==> src/rtl/pm_pkg.sv <==
// Shared types and helpers for the pm_arb grant arbiter and its picker.
package pm_pkg;

    typedef enum logic [1:0] {
        IDLE    = 2'd0,
        GRANT   = 2'd1,
        RELEASE = 2'd2
    } pm_state_e;

    localparam logic PM_FIXED = 1'b0;
    localparam logic PM_RR    = 1'b1;

    // Index width for an N-entry vector; never narrower than one bit.
    function automatic int id_w(input int n);
        return (n > 1) ? $clog2(n) : 1;
    endfunction

endpackage

==> src/rtl/pm_arb_if.sv <==
// Requester-side bundle of pm_arb: request/done inputs and registered grant outputs.
interface pm_arb_if #(
    parameter int N_CH = 4
);
    localparam int ID_W = pm_pkg::id_w(N_CH);

    logic            en;
    logic            mode;
    logic [N_CH-1:0] req;
    logic [N_CH-1:0] done;
    logic [N_CH-1:0] grant;
    logic [ID_W-1:0] grant_id;
    logic            busy;
    logic            timeout;

    modport master (
        output en, mode, req, done,
        input  grant, grant_id, busy, timeout
    );

    modport slave (
        input  en, mode, req, done,
        output grant, grant_id, busy, timeout
    );

endinterface

==> src/rtl/pm_rr_pick.sv <==
// Combinational winner picker: rotate requests by the start index, take the
// lowest set bit, rotate the result back. Fixed priority uses a start index of 0.
module pm_rr_pick
    import pm_pkg::*;
#(
    parameter int N_CH = 4,
    parameter int ID_W = id_w(N_CH)
) (
    input  logic [N_CH-1:0] req,
    input  logic [ID_W-1:0] rr_ptr,
    input  logic            mode,
    output logic [N_CH-1:0] win,
    output logic [ID_W-1:0] win_idx,
    output logic            valid
);

    logic [ID_W-1:0] base;
    logic [N_CH-1:0] rot;
    logic [ID_W-1:0] off;
    logic [ID_W:0]   sum;

    // NOTE: every signal driven here gets a value on every path before any
    // conditional update, otherwise synthesis would infer latches.
    always_comb begin
        base = (mode == PM_RR) ? rr_ptr : '0;
        rot  = N_CH'({req, req} >> base);

        off = '0;
        for (int i = N_CH - 1; i >= 0; i--) begin
            if (rot[i]) off = ID_W'(i);
        end

        sum = {1'b0, off} + {1'b0, base};
        if (sum >= (ID_W + 1)'(N_CH)) sum = sum - (ID_W + 1)'(N_CH);

        win_idx = sum[ID_W-1:0];
        valid   = |req;
        win     = valid ? (N_CH'(1) << win_idx) : '0;
    end

endmodule

==> src/rtl/pm_arb.sv <==
// N-channel grant arbiter: fixed-priority or round-robin pick in IDLE, grant held
// until done, request drop or hold timeout, then a one-cycle RELEASE gap.
module pm_arb
    import pm_pkg::*;
#(
    parameter int N_CH    = 4,
    parameter int TO_W    = 4,
    parameter int TIMEOUT = 15
) (
    input logic     clk,
    input logic     rst_n,
    pm_arb_if.slave bus
);

    localparam int              ID_W   = id_w(N_CH);
    localparam logic [TO_W-1:0] TO_LIM = TO_W'(TIMEOUT);

    if (TIMEOUT < 1 || TIMEOUT > (2 ** TO_W) - 1) begin : g_bad_timeout
        $error("pm_arb: TIMEOUT must lie in 1..2**TO_W-1");
    end
    if (N_CH < 2 || N_CH > 16) begin : g_bad_nch
        $error("pm_arb: N_CH must lie in 2..16");
    end

    pm_state_e       state;
    logic [N_CH-1:0] grant_q;
    logic [ID_W-1:0] grant_id_q;
    logic            busy_q;
    logic            timeout_q;
    logic [TO_W-1:0] cnt;
    logic [ID_W-1:0] rr_ptr;

    logic [N_CH-1:0] pick_win;
    logic [ID_W-1:0] pick_idx;
    logic            pick_valid;
    logic [ID_W-1:0] ptr_next;
    logic            done_g;
    logic            req_g;

    pm_rr_pick #(.N_CH(N_CH), .ID_W(ID_W)) u_pick (
        .req     (bus.req),
        .rr_ptr  (rr_ptr),
        .mode    (bus.mode),
        .win     (pick_win),
        .win_idx (pick_idx),
        .valid   (pick_valid)
    );

    // Only the owner's done/req matter; other channels are masked out here.
    assign done_g   = |(bus.done & grant_q);
    assign req_g    = |(bus.req & grant_q);
    assign ptr_next = (pick_idx == ID_W'(N_CH - 1)) ? '0 : pick_idx + ID_W'(1);

    // NOTE: sequential state uses non-blocking assignments so every register
    // samples pre-edge values regardless of statement order.
    always_ff @(posedge clk or negedge rst_n) begin
        if (!rst_n) begin
            state      <= IDLE;
            grant_q    <= '0;
            grant_id_q <= '0;
            busy_q     <= 1'b0;
            timeout_q  <= 1'b0;
            cnt        <= '0;
            rr_ptr     <= '0;
        end else begin
            timeout_q <= 1'b0;
            case (state)
                IDLE: begin
                    if (bus.en && pick_valid) begin
                        state      <= GRANT;
                        grant_q    <= pick_win;
                        grant_id_q <= pick_idx;
                        busy_q     <= 1'b1;
                        cnt        <= TO_W'(1);
                        if (bus.mode == PM_RR) rr_ptr <= ptr_next;
                    end
                end
                GRANT: begin
                    if (done_g || !req_g || cnt == TO_LIM) begin
                        state      <= RELEASE;
                        grant_q    <= '0;
                        grant_id_q <= '0;
                        cnt        <= '0;
                        // Completion and abandonment outrank the timeout.
                        timeout_q  <= req_g && !done_g;
                    end else if (cnt != '1) begin
                        cnt <= cnt + TO_W'(1);
                    end
                end
                RELEASE: begin
                    state  <= IDLE;
                    busy_q <= 1'b0;
                end
                default: begin
                    state      <= IDLE;
                    grant_q    <= '0;
                    grant_id_q <= '0;
                    busy_q     <= 1'b0;
                    cnt        <= '0;
                end
            endcase
        end
    end

    assign bus.grant    = grant_q;
    assign bus.grant_id = grant_id_q;
    assign bus.busy     = busy_q;
    assign bus.timeout  = timeout_q;

endmodule

==> src/flat_wrapper.sv <==
// flat-port wrapper written by rule: the top's interface ports become plain ports
module pm_arb_flat import pm_pkg::*;
#(
    parameter int N_CH    = 4,
    parameter int TO_W    = 4,
    parameter int TIMEOUT = 15
)
  (clk, rst_n, bus_en, bus_mode, bus_req, bus_done, bus_grant, bus_grant_id, bus_busy, bus_timeout);
  pm_arb_if #(.N_CH(N_CH)) bus_i ();
  input logic clk;
  input logic rst_n;
  input wire logic [$bits(bus_i.en)-1:0] bus_en;
  input wire logic [$bits(bus_i.mode)-1:0] bus_mode;
  input wire logic [$bits(bus_i.req)-1:0] bus_req;
  input wire logic [$bits(bus_i.done)-1:0] bus_done;
  output wire logic [$bits(bus_i.grant)-1:0] bus_grant;
  output wire logic [$bits(bus_i.grant_id)-1:0] bus_grant_id;
  output wire logic [$bits(bus_i.busy)-1:0] bus_busy;
  output wire logic [$bits(bus_i.timeout)-1:0] bus_timeout;
  assign bus_i.en = bus_en;
  assign bus_i.mode = bus_mode;
  assign bus_i.req = bus_req;
  assign bus_i.done = bus_done;
  assign bus_grant = bus_i.grant;
  assign bus_grant_id = bus_i.grant_id;
  assign bus_busy = bus_i.busy;
  assign bus_timeout = bus_i.timeout;
  pm_arb #(.N_CH(N_CH), .TO_W(TO_W), .TIMEOUT(TIMEOUT)) u_core (.clk(clk), .rst_n(rst_n), .bus(bus_i));
endmodule
==> config.mk <==
export PLATFORM = sky130hd
export DESIGN_NAME = pm_arb_flat
export DESIGN_NICKNAME = d
export VERILOG_FILES = /design/src/rtl/pm_pkg.sv /design/src/rtl/pm_arb_if.sv /design/src/rtl/pm_rr_pick.sv /design/src/rtl/pm_arb.sv /design/src/flat_wrapper.sv
export SDC_FILE = /design/constraint.sdc
export NUM_CORES = 1
export LEC_CHECK = 0
export ABC_AREA = 1
export BUFFER_PORTS_ARGS = -buffer_cell sky130_fd_sc_hd__buf_2
export CORE_MARGIN = 2
export CORE_UTILIZATION = 55
export DETAILED_ROUTE_END_ITERATION = 10
export GPL_ROUTABILITY_DRIVEN = 0
export HOLD_SLACK_MARGIN = 0.05
export PLACE_DENSITY_LB_ADDON = 0.3
export SKIP_LAST_GASP = 1
export SYNTH_ARGS = -nofsm -noshare
export SYNTH_HDL_FRONTEND = slang
export SYNTH_SLANG_ARGS = --single-unit
==> constraint.sdc <==
create_clock -name clk -period 3.8 [get_ports clk]
set_clock_uncertainty 0.2 [all_clocks]
set_input_delay 0.76 -clock clk [delete_from_list [all_inputs] [get_ports clk]]
set_output_delay 0.76 -clock clk [all_outputs]
set_load 0.02 [all_outputs]
==> metrics <==
synth warn 0; Final ANT Viol Nets 0; clock root cell clkbuf_4; Power Dens Cells just under 700 nW/um2; critical-path cell list buf_2, nand2_4, inv_1, nand3_1, nand2_1, inv_1, nand2_2, nand2_2, inv_1, ha_1, xor2_1, inv_1, nand2_2, nand2_2, ha_1, mux2_2; I/O Pins 20; Final Max Slew Viols 0; synth unique cells 21; status completed; average wire per standard cell between 10 and 15 um; DR iter-0 viols 39; post-synthesis sequential area ratio approximately 40%; Worst VDD drop just under 0.0004 V; mapped cell area slightly above 1000 um2; WL final roughly 2.2 mm; top sig layer met4; fin crit share 75.5%; Max-slew headroom 76.5%; Fmax about 350 MHz; Yosys top cell by area dfrtp_1; DIE HEIGHT 46.9 um; CP Max Fanout 8; worst path buffer plus inverter count 5; CTS Sinks 16; Worst Path Class, Setup in -> reg; core area approximately 1700 um2; crit path time final between 2000 and 3000 ps; Diodes inserted 0; met1 wire length around 1000 um; most used cells in the layout excluding fill and tap cells 43 x nand2_1, 22 x nand3_1, 19 x buf_2, 17 x inv_1, 16 x dfrtp_1; die area between 2000 and 2500 um2; Longest Clk Path Bufs 2; largest net degree at the start of global routing 17; top post-synthesis cells by area dfrtp_1 40%, nand2_1 16%, nand3_1 11%; internal reg-to-reg setup slack 1100 ps; syn_nets around 150; worst skew pair latency slightly below 300 ps; H-tree depth 1; Initial Utilization around 59%; Syn Inst Count approximately 140; commonest non-fill, non-tap cell in the layout nand2_1; area grow syn2layout 15.3%; remaining global-route overflow 0; vias in the first global route around 840; CTS tree yes; synthesized flop and latch total 16; Worst Hold Class in -> async; drt drc 0; dpl cell area 1130 um2; Req. time, crit path 3780 ps; design area 1170 um2; Die Wd around 47 um; met2 wire len a little under 1 mm; family with the most delay on the worst path simple AND/OR/NAND/NOR gates; slowest CP cell ha_1; Mapped Avg Cell Area 7.45 um2; actual slew at the worst max-slew pin around 350 ps; initial antenna violation count 0; TritonCTS Buffers 3; layout cells sized above 1 around a quarter; Post-CTS Setup Inserts 0; # port buffers 19; endpoints failing hold 0; crit path capture type flop; Leakage a little under 0.7 nW; WP data arrival 2850 ps; Detailed Place HPWL around 1.7 mm; Vias 969; # resized after CTS 0; drt first pass iters 4; post-layout net count 174; Startpoint Class primary input; WL met3 roughly 180 um; first-pass GRT wire length roughly 3.5 mm; RSZ-0062 raised after global routing false; # setup viols final 0; Post-CTS Hold Buffers 0; standard-cell rows 15; Tot GR Track Use ~23%; Yosys top cell area share 39.5%; Setup Total Neg Slack 0 ps; vias per inst about 5.3; CP max stage delay ~260 ps; Max Cap Viol 0; Worst-path clk slew roughly 90 ps
[report_power, final]
| group | switching, mW | internal (mW) | leakage, nW |
|---|---|---|---|
| Combinational | 0.269 | 0.146 | 0.454 |
| Clock | 0.0523 | 0.0584 | 0.0210 |
| Sequential | 0.0579 | 0.229 | 0.209 |
[worst paths after layout]
| check | from | end | cells past startpoint |
|---|---|---|---|
| min in group clk | u_core.bus.grant_id[1] | u_core.bus.grant_id[1] | 2 |
| worst max register to register | u_core.rr_ptr[0] | u_core.rr_ptr[1] | 15 |
| worst min register to register | u_core.bus.grant_id[1] | u_core.bus.grant_id[1] | 2 |
| max in group asynchronous | rst_n | u_core.cnt[1] | 1 |
| worst min-delay path | rst_n | u_core.bus.grant[2] | 1 |
| worst max-delay path | bus_mode | u_core.rr_ptr[1] | 16 |
[metrics by stage]
step / power [mW] / std cells / util [%] / worst slack, ps / hold slack, ps
after floorplan: 0.594 / 136 / - / 939 / 264
after CTS: 0.816 / 183 / 67.7 / 979 / 169
final: 0.813 / 183 / 67.7 / 931 / 162
after global routing: 0.886 / 183 / 67.7 / 772 / 174
after global placement: 0.686 / 179 / 65.6 / 816 / 258
after detailed placement: 0.702 / 179 / 65.6 / 667 / 262
[sequential cells by signal, indices dropped and copies added (netlist names)]
register             count
u_core.bus.grant_id      2
u_core.state             2
u_core.bus.timeout       1
u_core.cnt               4
u_core.bus.busy          1
u_core.rr_ptr            2
u_core.bus.grant         4
[per-layer routing]
layer | global-route usage, % | vias to the layer above
met1 | 31.5 | 439
met3 | 5.77 | 2
met5 | 0 | -
met4 | 3.33 | 0
met2 | 37.0 | 45
li1 | - | 483
[logic make-up (layout without fill, tap and decap cells)]
group           Yosys count  count (layout)  share of synthesized area (%)
compound gates            8               8                           4.69
flops                    16              16                           39.5
mux                       1               1                           1.11
xor+xnor                  3               3                           2.59
buf+inv                  18              40                           7.04
simple gates             87              87                           41.4
fa+ha+maj                 3               3                           3.70
[worst reg2reg max path: cells and delay by family, from the launching register on]
kind	cells	cell delay, ps
buf+inv	3	210
xor+xnor	1	230
mux	1	250
flops	1	480
fa+ha+maj	2	450
simple gates	8	750
[layout make-up]
cell class,count,area [um2]
inverter,17,63.8
tap,25,31.3
clock buffer,4,36.3
multi-input combinational,102,542
sequential,16,400
fill,156,558
timing repair buffer,19,95.1
[Yosys cell counts, drive strengths merged]
master	n
inv	17
nand3	24
buf	1
o21ai	5
ha	3
a21oi	1
xor2	3
dfrtp	16
nand2	53
mux2	1
nand4	3
nor2	7
o22ai	1
o211ai	1
Note: power is estimated with default switching activity, not from simulation.
